--- src/rtl/uw_search_if.sv ---
// Bus bundle between the UW search controller, the correlation engine,
// and the downstream result consumer.
// master: the controller side. slave: the engine/consumer side.
interface uw_search_if;
  logic        frame_start;
  logic        scan_start;
  logic [13:0] scan_base;
  logic [14:0] scan_len;
  logic        scan_done;
  logic [4:0]  scan_score;
  logic [13:0] scan_index;
  logic [1:0]  scan_rot;
  logic        res_valid;
  logic        res_ready;
  logic [13:0] res_index;
  logic [1:0]  res_rot;
  logic        res_hit;
  logic        locked;
  logic        overrun;
  logic        timeout;

  modport master (
    input  frame_start, scan_done, scan_score, scan_index, scan_rot, res_ready,
    output scan_start, scan_base, scan_len, res_valid, res_index, res_rot,
           res_hit, locked, overrun, timeout
  );

  modport slave (
    output frame_start, scan_done, scan_score, scan_index, scan_rot, res_ready,
    input  scan_start, scan_base, scan_len, res_valid, res_index, res_rot,
           res_hit, locked, overrun, timeout
  );
endinterface

--- src/rtl/uw_search_ctrl.sv ---
// Per-frame scheduler for the UW correlation/phase-resolve engine.
// Launches one scan per frame, waits with a watchdog, grades the score,
// runs the acquire/track lock loop and emits one result record per frame.
// Optional build macro UW_ROT_CHECK_EN: in TRACK, a hit whose rotation
// differs from the locked rotation is treated as a miss (phase-slip guard).
module uw_search_ctrl #(
  parameter int TOTAL_SAMPLES = 16384,
  parameter int UW_LEN        = 16,
  parameter int SCORE_TH      = 14,
  parameter int CONFIRM_N     = 3,
  parameter int MISS_N        = 4,
  parameter int TRACK_WIN     = 8,
  parameter int TIMEOUT_CYC   = 20000
) (
  input logic        clk,
  input logic        rst,
  uw_search_if.master bus
);

  typedef enum logic [2:0] {S_IDLE, S_LAUNCH, S_WAIT, S_EVAL, S_OUTPUT} state_t;
  typedef enum logic {M_ACQUIRE, M_TRACK} mode_t;

  localparam int TRK_LEN = 2 * TRACK_WIN + UW_LEN;
  localparam int WDW     = $clog2(TIMEOUT_CYC + 1);
  localparam int CW      = $clog2(CONFIRM_N + 1);
  localparam int MW      = $clog2(MISS_N + 1);

  localparam logic signed [15:0] TW_S      = 16'(TRACK_WIN);
  localparam logic signed [15:0] MAX_BASE_S = 16'(TOTAL_SAMPLES - TRK_LEN);

  state_t         state_q, state_d;
  mode_t          mode_q, mode_d;
  logic [WDW-1:0] wdog_q, wdog_d;
  logic [CW-1:0]  confirm_q, confirm_d;
  logic [MW-1:0]  miss_cnt_q, miss_cnt_d;
  logic [13:0]    expected_idx_q, expected_idx_d;
  logic [1:0]     locked_rot_q, locked_rot_d;
  logic [4:0]     score_q, score_d;
  logic [13:0]    idx_q, idx_d;
  logic [1:0]     rot_q, rot_d;
  logic [13:0]    base_q, base_d;
  logic [14:0]    len_q, len_d;
  logic [13:0]    res_index_q, res_index_d;
  logic [1:0]     res_rot_q, res_rot_d;
  logic           res_hit_q, res_hit_d;
  logic           overrun_q, overrun_d;
  logic           timeout_q, timeout_d;

  logic              hit_raw;
  logic              hit_cnt;
  logic signed [15:0] trk_base_s;

  assign bus.scan_start = (state_q == S_LAUNCH);
  assign bus.scan_base  = base_q;
  assign bus.scan_len   = len_q;
  assign bus.res_valid  = (state_q == S_OUTPUT);
  assign bus.res_index  = res_index_q;
  assign bus.res_rot    = res_rot_q;
  assign bus.res_hit    = res_hit_q;
  assign bus.locked     = (mode_q == M_TRACK);
  assign bus.overrun    = overrun_q;
  assign bus.timeout    = timeout_q;

  // Grading: raw hit for the record, counted hit for the lock loop
  always_comb begin
    hit_raw = (score_q >= 5'(SCORE_TH));
    hit_cnt = hit_raw;
`ifdef UW_ROT_CHECK_EN
    if (mode_q == M_TRACK && rot_q != locked_rot_q) hit_cnt = 1'b0;
`endif
    trk_base_s = signed'({2'b00, expected_idx_q}) - TW_S;
  end

  // Next-state, scan setup, watchdog, lock loop and result record
  always_comb begin
    state_d        = state_q;
    mode_d         = mode_q;
    wdog_d         = wdog_q;
    confirm_d      = confirm_q;
    miss_cnt_d     = miss_cnt_q;
    expected_idx_d = expected_idx_q;
    locked_rot_d   = locked_rot_q;
    score_d        = score_q;
    idx_d          = idx_q;
    rot_d          = rot_q;
    base_d         = base_q;
    len_d          = len_q;
    res_index_d    = res_index_q;
    res_rot_d      = res_rot_q;
    res_hit_d      = res_hit_q;
    overrun_d      = overrun_q;
    timeout_d      = timeout_q;

    if (bus.frame_start && state_q != S_IDLE) overrun_d = 1'b1;

    unique case (state_q)
      S_IDLE: begin
        if (bus.frame_start) begin
          // Window is registered on entry so it is valid during LAUNCH
          if (mode_q == M_ACQUIRE) begin
            base_d = 14'd0;
            len_d  = 15'(TOTAL_SAMPLES);
          end else begin
            len_d = 15'(TRK_LEN);
            if (trk_base_s < 16'sd0)            base_d = 14'd0;
            else if (trk_base_s > MAX_BASE_S)   base_d = MAX_BASE_S[13:0];
            else                                base_d = trk_base_s[13:0];
          end
          state_d = S_LAUNCH;
        end
      end
      S_LAUNCH: begin
        wdog_d  = '0;
        state_d = S_WAIT;
      end
      S_WAIT: begin
        wdog_d = wdog_q + 1'b1;
        if (bus.scan_done) begin
          score_d = bus.scan_score;
          idx_d   = bus.scan_index;
          rot_d   = bus.scan_rot;
          state_d = S_EVAL;
        end else if (wdog_q == WDW'(TIMEOUT_CYC - 1)) begin
          timeout_d = 1'b1;
          score_d   = 5'd0;
          state_d   = S_EVAL;
        end
      end
      S_EVAL: begin
        if (mode_q == M_ACQUIRE) begin
          if (hit_cnt) begin
            if (confirm_q >= CW'(CONFIRM_N - 1)) begin
              confirm_d = '0;
              mode_d    = M_TRACK;
            end else begin
              confirm_d = confirm_q + 1'b1;
            end
          end else begin
            confirm_d = '0;
          end
        end else begin
          if (hit_cnt) begin
            miss_cnt_d = '0;
          end else if (miss_cnt_q >= MW'(MISS_N - 1)) begin
            miss_cnt_d = '0;
            mode_d     = M_ACQUIRE;
          end else begin
            miss_cnt_d = miss_cnt_q + 1'b1;
          end
        end

        if (hit_cnt) begin
          expected_idx_d = idx_q;
          locked_rot_d   = rot_q;
        end

        // A TRACK miss reports the flywheel position instead of the scan
        if (!hit_cnt && mode_q == M_TRACK) begin
          res_index_d = expected_idx_q;
          res_rot_d   = locked_rot_q;
        end else begin
          res_index_d = idx_q;
          res_rot_d   = rot_q;
        end
        res_hit_d = hit_raw;
        state_d   = S_OUTPUT;
      end
      S_OUTPUT: begin
        if (bus.res_ready) state_d = S_IDLE;
      end
      default: state_d = S_IDLE;
    endcase
  end

  // State and datapath registers with synchronous reset
  always_ff @(posedge clk) begin
    if (rst) begin
      state_q        <= S_IDLE;
      mode_q         <= M_ACQUIRE;
      wdog_q         <= '0;
      confirm_q      <= '0;
      miss_cnt_q     <= '0;
      expected_idx_q <= '0;
      locked_rot_q   <= '0;
      score_q        <= '0;
      idx_q          <= '0;
      rot_q          <= '0;
      base_q         <= '0;
      len_q          <= '0;
      res_index_q    <= '0;
      res_rot_q      <= '0;
      res_hit_q      <= 1'b0;
      overrun_q      <= 1'b0;
      timeout_q      <= 1'b0;
    end else begin
      state_q        <= state_d;
      mode_q         <= mode_d;
      wdog_q         <= wdog_d;
      confirm_q      <= confirm_d;
      miss_cnt_q     <= miss_cnt_d;
      expected_idx_q <= expected_idx_d;
      locked_rot_q   <= locked_rot_d;
      score_q        <= score_d;
      idx_q          <= idx_d;
      rot_q          <= rot_d;
      base_q         <= base_d;
      len_q          <= len_d;
      res_index_q    <= res_index_d;
      res_rot_q      <= res_rot_d;
      res_hit_q      <= res_hit_d;
      overrun_q      <= overrun_d;
      timeout_q      <= timeout_d;
    end
  end

endmodule

--- src/flat_wrapper.sv ---
// flat-port wrapper written by rule: the top's interface ports become plain ports
module uw_search_ctrl_flat 
#(
  parameter int TOTAL_SAMPLES = 16384,
  parameter int UW_LEN        = 16,
  parameter int SCORE_TH      = 14,
  parameter int CONFIRM_N     = 3,
  parameter int MISS_N        = 4,
  parameter int TRACK_WIN     = 8,
  parameter int TIMEOUT_CYC   = 20000
)
  (clk, rst, bus_frame_start, bus_scan_done, bus_scan_score, bus_scan_index, bus_scan_rot, bus_res_ready, bus_scan_start, bus_scan_base, bus_scan_len, bus_res_valid, bus_res_index, bus_res_rot, bus_res_hit, bus_locked, bus_overrun, bus_timeout);
  uw_search_if bus_i ();
  input logic clk;
  input logic rst;
  input wire logic [$bits(bus_i.frame_start)-1:0] bus_frame_start;
  input wire logic [$bits(bus_i.scan_done)-1:0] bus_scan_done;
  input wire logic [$bits(bus_i.scan_score)-1:0] bus_scan_score;
  input wire logic [$bits(bus_i.scan_index)-1:0] bus_scan_index;
  input wire logic [$bits(bus_i.scan_rot)-1:0] bus_scan_rot;
  input wire logic [$bits(bus_i.res_ready)-1:0] bus_res_ready;
  output wire logic [$bits(bus_i.scan_start)-1:0] bus_scan_start;
  output wire logic [$bits(bus_i.scan_base)-1:0] bus_scan_base;
  output wire logic [$bits(bus_i.scan_len)-1:0] bus_scan_len;
  output wire logic [$bits(bus_i.res_valid)-1:0] bus_res_valid;
  output wire logic [$bits(bus_i.res_index)-1:0] bus_res_index;
  output wire logic [$bits(bus_i.res_rot)-1:0] bus_res_rot;
  output wire logic [$bits(bus_i.res_hit)-1:0] bus_res_hit;
  output wire logic [$bits(bus_i.locked)-1:0] bus_locked;
  output wire logic [$bits(bus_i.overrun)-1:0] bus_overrun;
  output wire logic [$bits(bus_i.timeout)-1:0] bus_timeout;
  assign bus_i.frame_start = bus_frame_start;
  assign bus_i.scan_done = bus_scan_done;
  assign bus_i.scan_score = bus_scan_score;
  assign bus_i.scan_index = bus_scan_index;
  assign bus_i.scan_rot = bus_scan_rot;
  assign bus_i.res_ready = bus_res_ready;
  assign bus_scan_start = bus_i.scan_start;
  assign bus_scan_base = bus_i.scan_base;
  assign bus_scan_len = bus_i.scan_len;
  assign bus_res_valid = bus_i.res_valid;
  assign bus_res_index = bus_i.res_index;
  assign bus_res_rot = bus_i.res_rot;
  assign bus_res_hit = bus_i.res_hit;
  assign bus_locked = bus_i.locked;
  assign bus_overrun = bus_i.overrun;
  assign bus_timeout = bus_i.timeout;
  uw_search_ctrl #(.TOTAL_SAMPLES(TOTAL_SAMPLES), .UW_LEN(UW_LEN), .SCORE_TH(SCORE_TH), .CONFIRM_N(CONFIRM_N), .MISS_N(MISS_N), .TRACK_WIN(TRACK_WIN), .TIMEOUT_CYC(TIMEOUT_CYC)) u_core (.clk(clk), .rst(rst), .bus(bus_i));
endmodule
--- config.mk ---
export PLATFORM = sky130hd
export DESIGN_NAME = uw_search_ctrl_flat
export DESIGN_NICKNAME = d
export VERILOG_FILES = /design/src/rtl/uw_search_if.sv /design/src/rtl/uw_search_ctrl.sv /design/src/flat_wrapper.sv
export SDC_FILE = /design/constraint.sdc
export NUM_CORES = 1
export LEC_CHECK = 0
export ABC_AREA = 1
export ABC_CLOCK_PERIOD_IN_PS = 3400
export CORE_ASPECT_RATIO = 1.4
export CORE_MARGIN = 5
export CORE_UTILIZATION = 45
export DETAILED_ROUTE_END_ITERATION = 10
export PLACE_DENSITY = 0.7
export SLEW_MARGIN = 20
export SYNTH_ARGS = -nofsm -noshare
export SYNTH_HDL_FRONTEND = slang
export SYNTH_SLANG_ARGS = --single-unit
--- constraint.sdc ---
create_clock -name clk -period 3.4 [get_ports clk]
set_input_delay 0.68 -clock clk [delete_from_list [all_inputs] [get_ports clk]]
set_output_delay 0.68 -clock clk [all_outputs]
set_load 0.01 [all_outputs]
=== Word level (Yosys, flattened, before mapping) ===
Index checks and enable logic that the tools add are counted.

* Input bits: 26
* Register bits after elaboration: 109

* Reductions and logical operators: 15
* $lt $le $gt $ge: 5
* Add/subtract/negate cells: 4
* Equal/unequal tests: 8
* Bitwise logic cells: 2
* Multiplexer cells: 23

{| class="wikitable"
|+ Operators with widths
! operator !! count
|-
| 14-bit 2-to-1 mux || 4
|-
| 15-bit one-hot mux with 2 select lines || 1
|-
| 3-bit 2-to-1 mux || 6
|-
| 16-bit by 15-bit > comparator with 1-bit output (second input constant) || 1
|-
| 16-bit by 1-bit less-than comparator with 1-bit output (second input constant) || 1
|-
| 15-bit by 1-bit adder with 15-bit output (second input constant) || 1
|-
| 15-bit equality test (second input constant) || 1
|-
| 15-bit 2-to-1 mux || 1
|-
| 3-bit one-hot mux with 5 select lines || 1
|-
| 14-bit by 4-bit subtractor with 15-bit output (second input constant) || 1
|-
| 2-bit AND reduction || 6
|-
| 5-bit 2-to-1 mux || 2
|-
| 3-bit by 2-bit equality test with 1-bit output (second input constant) || 2
|-
| 2-bit 2-to-1 mux || 3
|-
| 3-bit AND reduction || 2
|-
| 5-bit by 4-bit greater-or-equal comparator with 1-bit output (second input constant) || 1
|-
| 1-bit 2-to-1 mux || 5
|-
| 2-bit != test (second input constant) || 2
|-
| 2-bit nonzero test || 2
|-
| 3-bit by 1-bit adder with 3-bit output (second input constant) || 1
|-
| 3-bit by 1-bit equality test with 1-bit output (second input constant) || 1
|-
| 3-bit equality test (second input constant) || 1
|-
| 3-bit by 2-bit greater-or-equal comparator with 1-bit output (second input constant) || 1
|-
| 3-bit logical NOT || 1
|-
| other kinds (7) || 9
|}

=== Depth between registers and ports, before layout ===
* Depth in word-level cells: 5
* Mapped depth: 12
* Depth with buffers taken out: 12

=== Least setup slack after synthesis ===
OpenSTA, ideal clock, no wires.

* Kind: reg-to-reg
* Start point: register u_core.expected_idx_q[3]
* End point: register u_core.base_q[0], in the netlist u_core.bus.scan_base[0]
* Arrival: 1446 ps
* Required time: 3268 ps
* Slack: 1822 ps
* Buffers on the path: 0
* Period minus slack after synthesis: 1578 ps
* Cell stages (with the launch flop): 12
* Cell sequence: dfxtp_1 inv_1 ha_1 nand2_2 nor2_4 nand2_1 o21ai_2 nand2_1 nor2_1 nand2_2 nand2_1 a21oi_1

* Word-level cells in the longest chain between the ends: 5

{| class="wikitable"
|+ RTL lines
! item !! RTL line !! source
|-
| start: declaration || uw_search_ctrl.sv:36 || <nowiki>logic [13:0] expected_idx_q, expected_idx_d;</nowiki>
|-
| start signal: assignment || uw_search_ctrl.sv:201 || <nowiki>expected_idx_q <= expected_idx_d;</nowiki>
|-
| 14-bit by 4-bit subtractor with 15-bit output (*) || uw_search_ctrl.sv:71 || <nowiki>trk_base_s = signed'({2'b00, expected_idx_q}) - TW_S;</nowiki>
|-
| 16-bit by 15-bit > comparator with 1-bit output || uw_search_ctrl.sv:106 || <nowiki>else if (trk_base_s > MAX_BASE_S) base_d = MAX_BASE_S[13:0];</nowiki>
|-
| 14-bit 2-to-1 mux || uw_search_ctrl.sv:106 ||
|-
| 14-bit 2-to-1 mux (*) || uw_search_ctrl.sv:105 || <nowiki>if (trk_base_s < 16'sd0) base_d = 14'd0;</nowiki>
|-
| 14-bit 2-to-1 mux (*) || uw_search_ctrl.sv:100 || <nowiki>if (mode_q == M_ACQUIRE) begin</nowiki>
|-
| end signal: assignment || uw_search_ctrl.sv:206 || <nowiki>base_q <= base_d;</nowiki>
|-
| end: declaration || uw_search_ctrl.sv:41 || <nowiki>logic [13:0] base_q, base_d;</nowiki>
|}

Every way passes the cells marked *; elsewhere a longest branch is shown, timed or not.
A chain may end at the register's enable or synchronous reset.

=== Worst setup path after layout ===
* Start point: register u_core.state_q[1]
* End point: output port bus_scan_start

* Word-level cells in the longest chain between the ends: 1

{| class="wikitable"
|+ RTL lines
! item !! RTL line !! source
|-
| start: declaration || uw_search_ctrl.sv:31 || <nowiki>state_t state_q, state_d;</nowiki>
|-
| start signal: assignment || uw_search_ctrl.sv:196 || <nowiki>state_q <= state_d;</nowiki>
|-
| 3-bit by 1-bit equality test with 1-bit output || uw_search_ctrl.sv:53 || <nowiki>assign bus.scan_start = (state_q == S_LAUNCH);</nowiki>
|-
| end: declaration || flat_wrapper.sv:22 || <nowiki>output wire logic [$bits(bus_i.scan_start)-1:0] bus_scan_start;</nowiki>
|}

No other way between the ends.

==> metrics.cfg <==
[timing]
finalSetupViolCount = 0
tns_ps = 0
fin_skew_ps = 7.93
finalMaxSlewViolations = 0
holdWs_ps = 463
layout_min_cycle_time_ps = 2370
setup_slack_ps = 1030
relSlewSlack_pct = 63.7
worst_pin_slew_ps = 544
hold_viol = 0
rsz0062_at_grt = no
period_share_pct = 69.7
fmax_ghz = 0.422

[clock_tree]
clock_sinks = 95
worstSkewPairLatency_ps = 340
clk_path_buf_depth = 2
post_cts_buffers = 0
cts_tree = yes
holdBufCountCts = 0
clk_pin_slew_ps = 60
postCtsResizedCells = 0
cts_buffers = 9
htree_levels = 3
root_buffer = clkbuf_16

[critical_path]
critPathKind = register to output port
worst_setup_path_end_kind = output port
startpoint_type = register
arrival_ps = 1690
cp_max_fo = 7
worstPathRequired_ps = 2720

[synth]
yosysTopAreaCell = dfxtp_1
synthCells = 583
synthMuxAreaShare_pct = 0
yosys.area_share.simple_pct = 22.9
synth_fa_ha_area_share_pct = 1.15
synth_area_sq_um = 4340
synth.top_cell.area_share_pct = 43.8
netlist_top_cells_area = dfxtp_1 44%, nand2_1 11%, a21oi_1 9.7%
synth_xor_area_share_pct = 0.202
synth.distinct_cells = 42
synth-compound-area-share_pct = 21.0
synth_top_family_by_area = simple AND/OR/NAND/NOR gates
ys_seq_area_share_pct = 43.8
syn_area_per_cell_sq_um = 7.44
synth-seq-cells = 95
synth_warnings = 0

[final_layout]
diodes = 0
mostFrequentLayoutCell = nand2_1
nets = 664
layout_common_cells = 128 x nand2_1, 95 x dfxtp_1, 84 x a21oi_1
synthToLayoutAreaGrowth_pct = 20.4
stdcell_count = 749
final_area_sq_um = 5220
post-route-util_pct = 55.2
layout-drive-gt1-share_pct = 8.76

[detailed_routing]
ant_nets = 0
wirelength_mm = 9.95
drt_first_pass_iters = 5
avgRoutedWirePerCell_um = 13.3
viasPerCell = 5.17
via_count = 3873
drt_iter0_markers = 192
drc = 0

[floorplanning]
design.die.area_sq_um = 11700
rows = 42
ios = 77
initial_utilization_pct = 45.9
die_h_um = 126
die_width_um = 93.0
coreArea_sq_um = 9460

[place]
pre_cts_ws_ps = 1060
place_area_sq_um = 4940
dp.final_hpwl_mm = 7.26
dp_cells = 733
gp_congestion = 0.869
io_buffers = 62

[global_routing]
grt_start_max_net_pins = 52
use_met2_pct = 31.4
grt.overflow.total = 0
grt_usage_pct = 17.6
grt-busiest-layer = met2
grt_pass1_vias = 3802
grt_pass1_wl_mm = 17.0
grtUsageMet1_pct = 20.3
use_met3_pct = 3.88
antenna_found_initial = 0

[pwr]
p_per_area_nw_per_um2 = 457
ir_drop_mv = 0.262
power_leakage_nw = 2.06
total_power_mw = 2.39

[worst_hold_path]
hold_class = register to register

[flow_run]
cap_violations = 0

[status]
status = complete, no violations

## synth_stat cells
| library cell | n |
|---|---|
| inv_1 | 52 |
| nor2_1 | 34 |
| a311oi_1 | 2 |
| ha_1 | 4 |
| clkinv_2 | 3 |
| a211oi_1 | 4 |
| nand2_1 | 128 |
| nor3b_1 | 1 |
| inv_4 | 2 |
| o21ai_0 | 28 |
| xor2_1 | 1 |
| conb_1 | 1 |
| nand2_2 | 7 |
| a221oi_1 | 1 |
| buf_1 | 1 |
| a21oi_1 | 84 |
| nand2_4 | 1 |
| a22oi_1 | 1 |
| nand3_2 | 1 |
| nor2_4 | 4 |
| o21ai_2 | 1 |
| buf_6 | 2 |
| nor2_2 | 3 |
| dfxtp_1 | 95 |
| o21ai_4 | 1 |
| clkinv_1 | 1 |
| nor3_1 | 2 |
| inv_2 | 8 |
| nor3_4 | 1 |
| o211ai_1 | 18 |
| a31oi_1 | 2 |
| clkbuf_1 | 10 |
| o21a_1 | 1 |
| o21ai_1 | 18 |
| clkbuf_2 | 1 |
| a221oi_2 | 1 |
| buf_2 | 8 |
| nand3_4 | 2 |
| buf_4 | 14 |
| nand3_1 | 25 |
| nand4_1 | 7 |
| nor3_2 | 2 |
## kinds of logic (layout without fill, tap and decap cells)
family                   count (synthesis)  after routing
adder cells (fa/ha/maj)                  4              4
XOR/XNOR                                 1              1
AND/OR/NAND/NOR                        218            218
AO/OA/AOI/OAI                          162            162
flip-flops                              95             95
other                                    1             13
buffers and inverters                  102            146
## worst paths after layout
| kind | end | slack, ps | startpoint | depth (start not counted) |
|---|---|---|---|---|
| max | bus_scan_start | 1030 | u_core.state_q[1]$_SDFFE_PP0P_ | 4 |
| min | u_core.bus.scan_len[14]$_SDFFE_PP0P_ | 460 | u_core.bus.scan_len[14]$_SDFFE_PP0P_ | 2 |
| max reg2reg | u_core.locked_rot_q[0]$_SDFFE_PP0P_ | 1250 | u_core.state_q[2]$_SDFFE_PP0P_ | 7 |
| min reg2reg | u_core.bus.scan_len[14]$_SDFFE_PP0P_ | 460 | u_core.bus.scan_len[14]$_SDFFE_PP0P_ | 2 |
## layer usage
metal	wire, um	share of wire (%)
met1	4170	42
met2	5120	51
met3	434	4.4
met4	218	2.2
met5	0	0
## cell type report
cell class	instances	area, sq um
clock buffer	11	253
clock inverter	5	32.5
fill	914	4240
inverter	66	256
multi-input combinational	398	2010
sequential	95	1900
tap	110	138
timing repair buffer	64	631
## power breakdown
part           leakage [nW]  internal, mW  switching, mW
clock                 0.145         0.534          0.416
combinational          1.15         0.104          0.157
sequential            0.767          1.15         0.0267
## critical path, cell delays in order (launching register included)
cell             delay [ps]
dfxtp_1                 390
inv_2                   130
nand3_2                 160
inv_1                   130
clkdlybuf4s50_1         540
## sequential cells by signal, summed over array words and instances (netlist names)
signal / count
u_core.bus.res_rot: 2
u_core.miss_cnt_q: 3
u_core.rot_q: 2
u_core.idx_q: 14
u_core.locked_rot_q: 2
u_core.wdog_q: 15
u_core.expected_idx_q: 14
u_core.score_q: 4
u_core.bus.locked: 1
u_core.bus.scan_len: 2
u_core.bus.overrun: 1
u_core.confirm_q: 2
u_core.bus.timeout: 1
u_core.bus.res_index: 14
u_core.bus.scan_base: 14
u_core.bus.res_hit: 1
u_core.state_q: 3
Note: power is estimated with default switching activity, not from simulation.
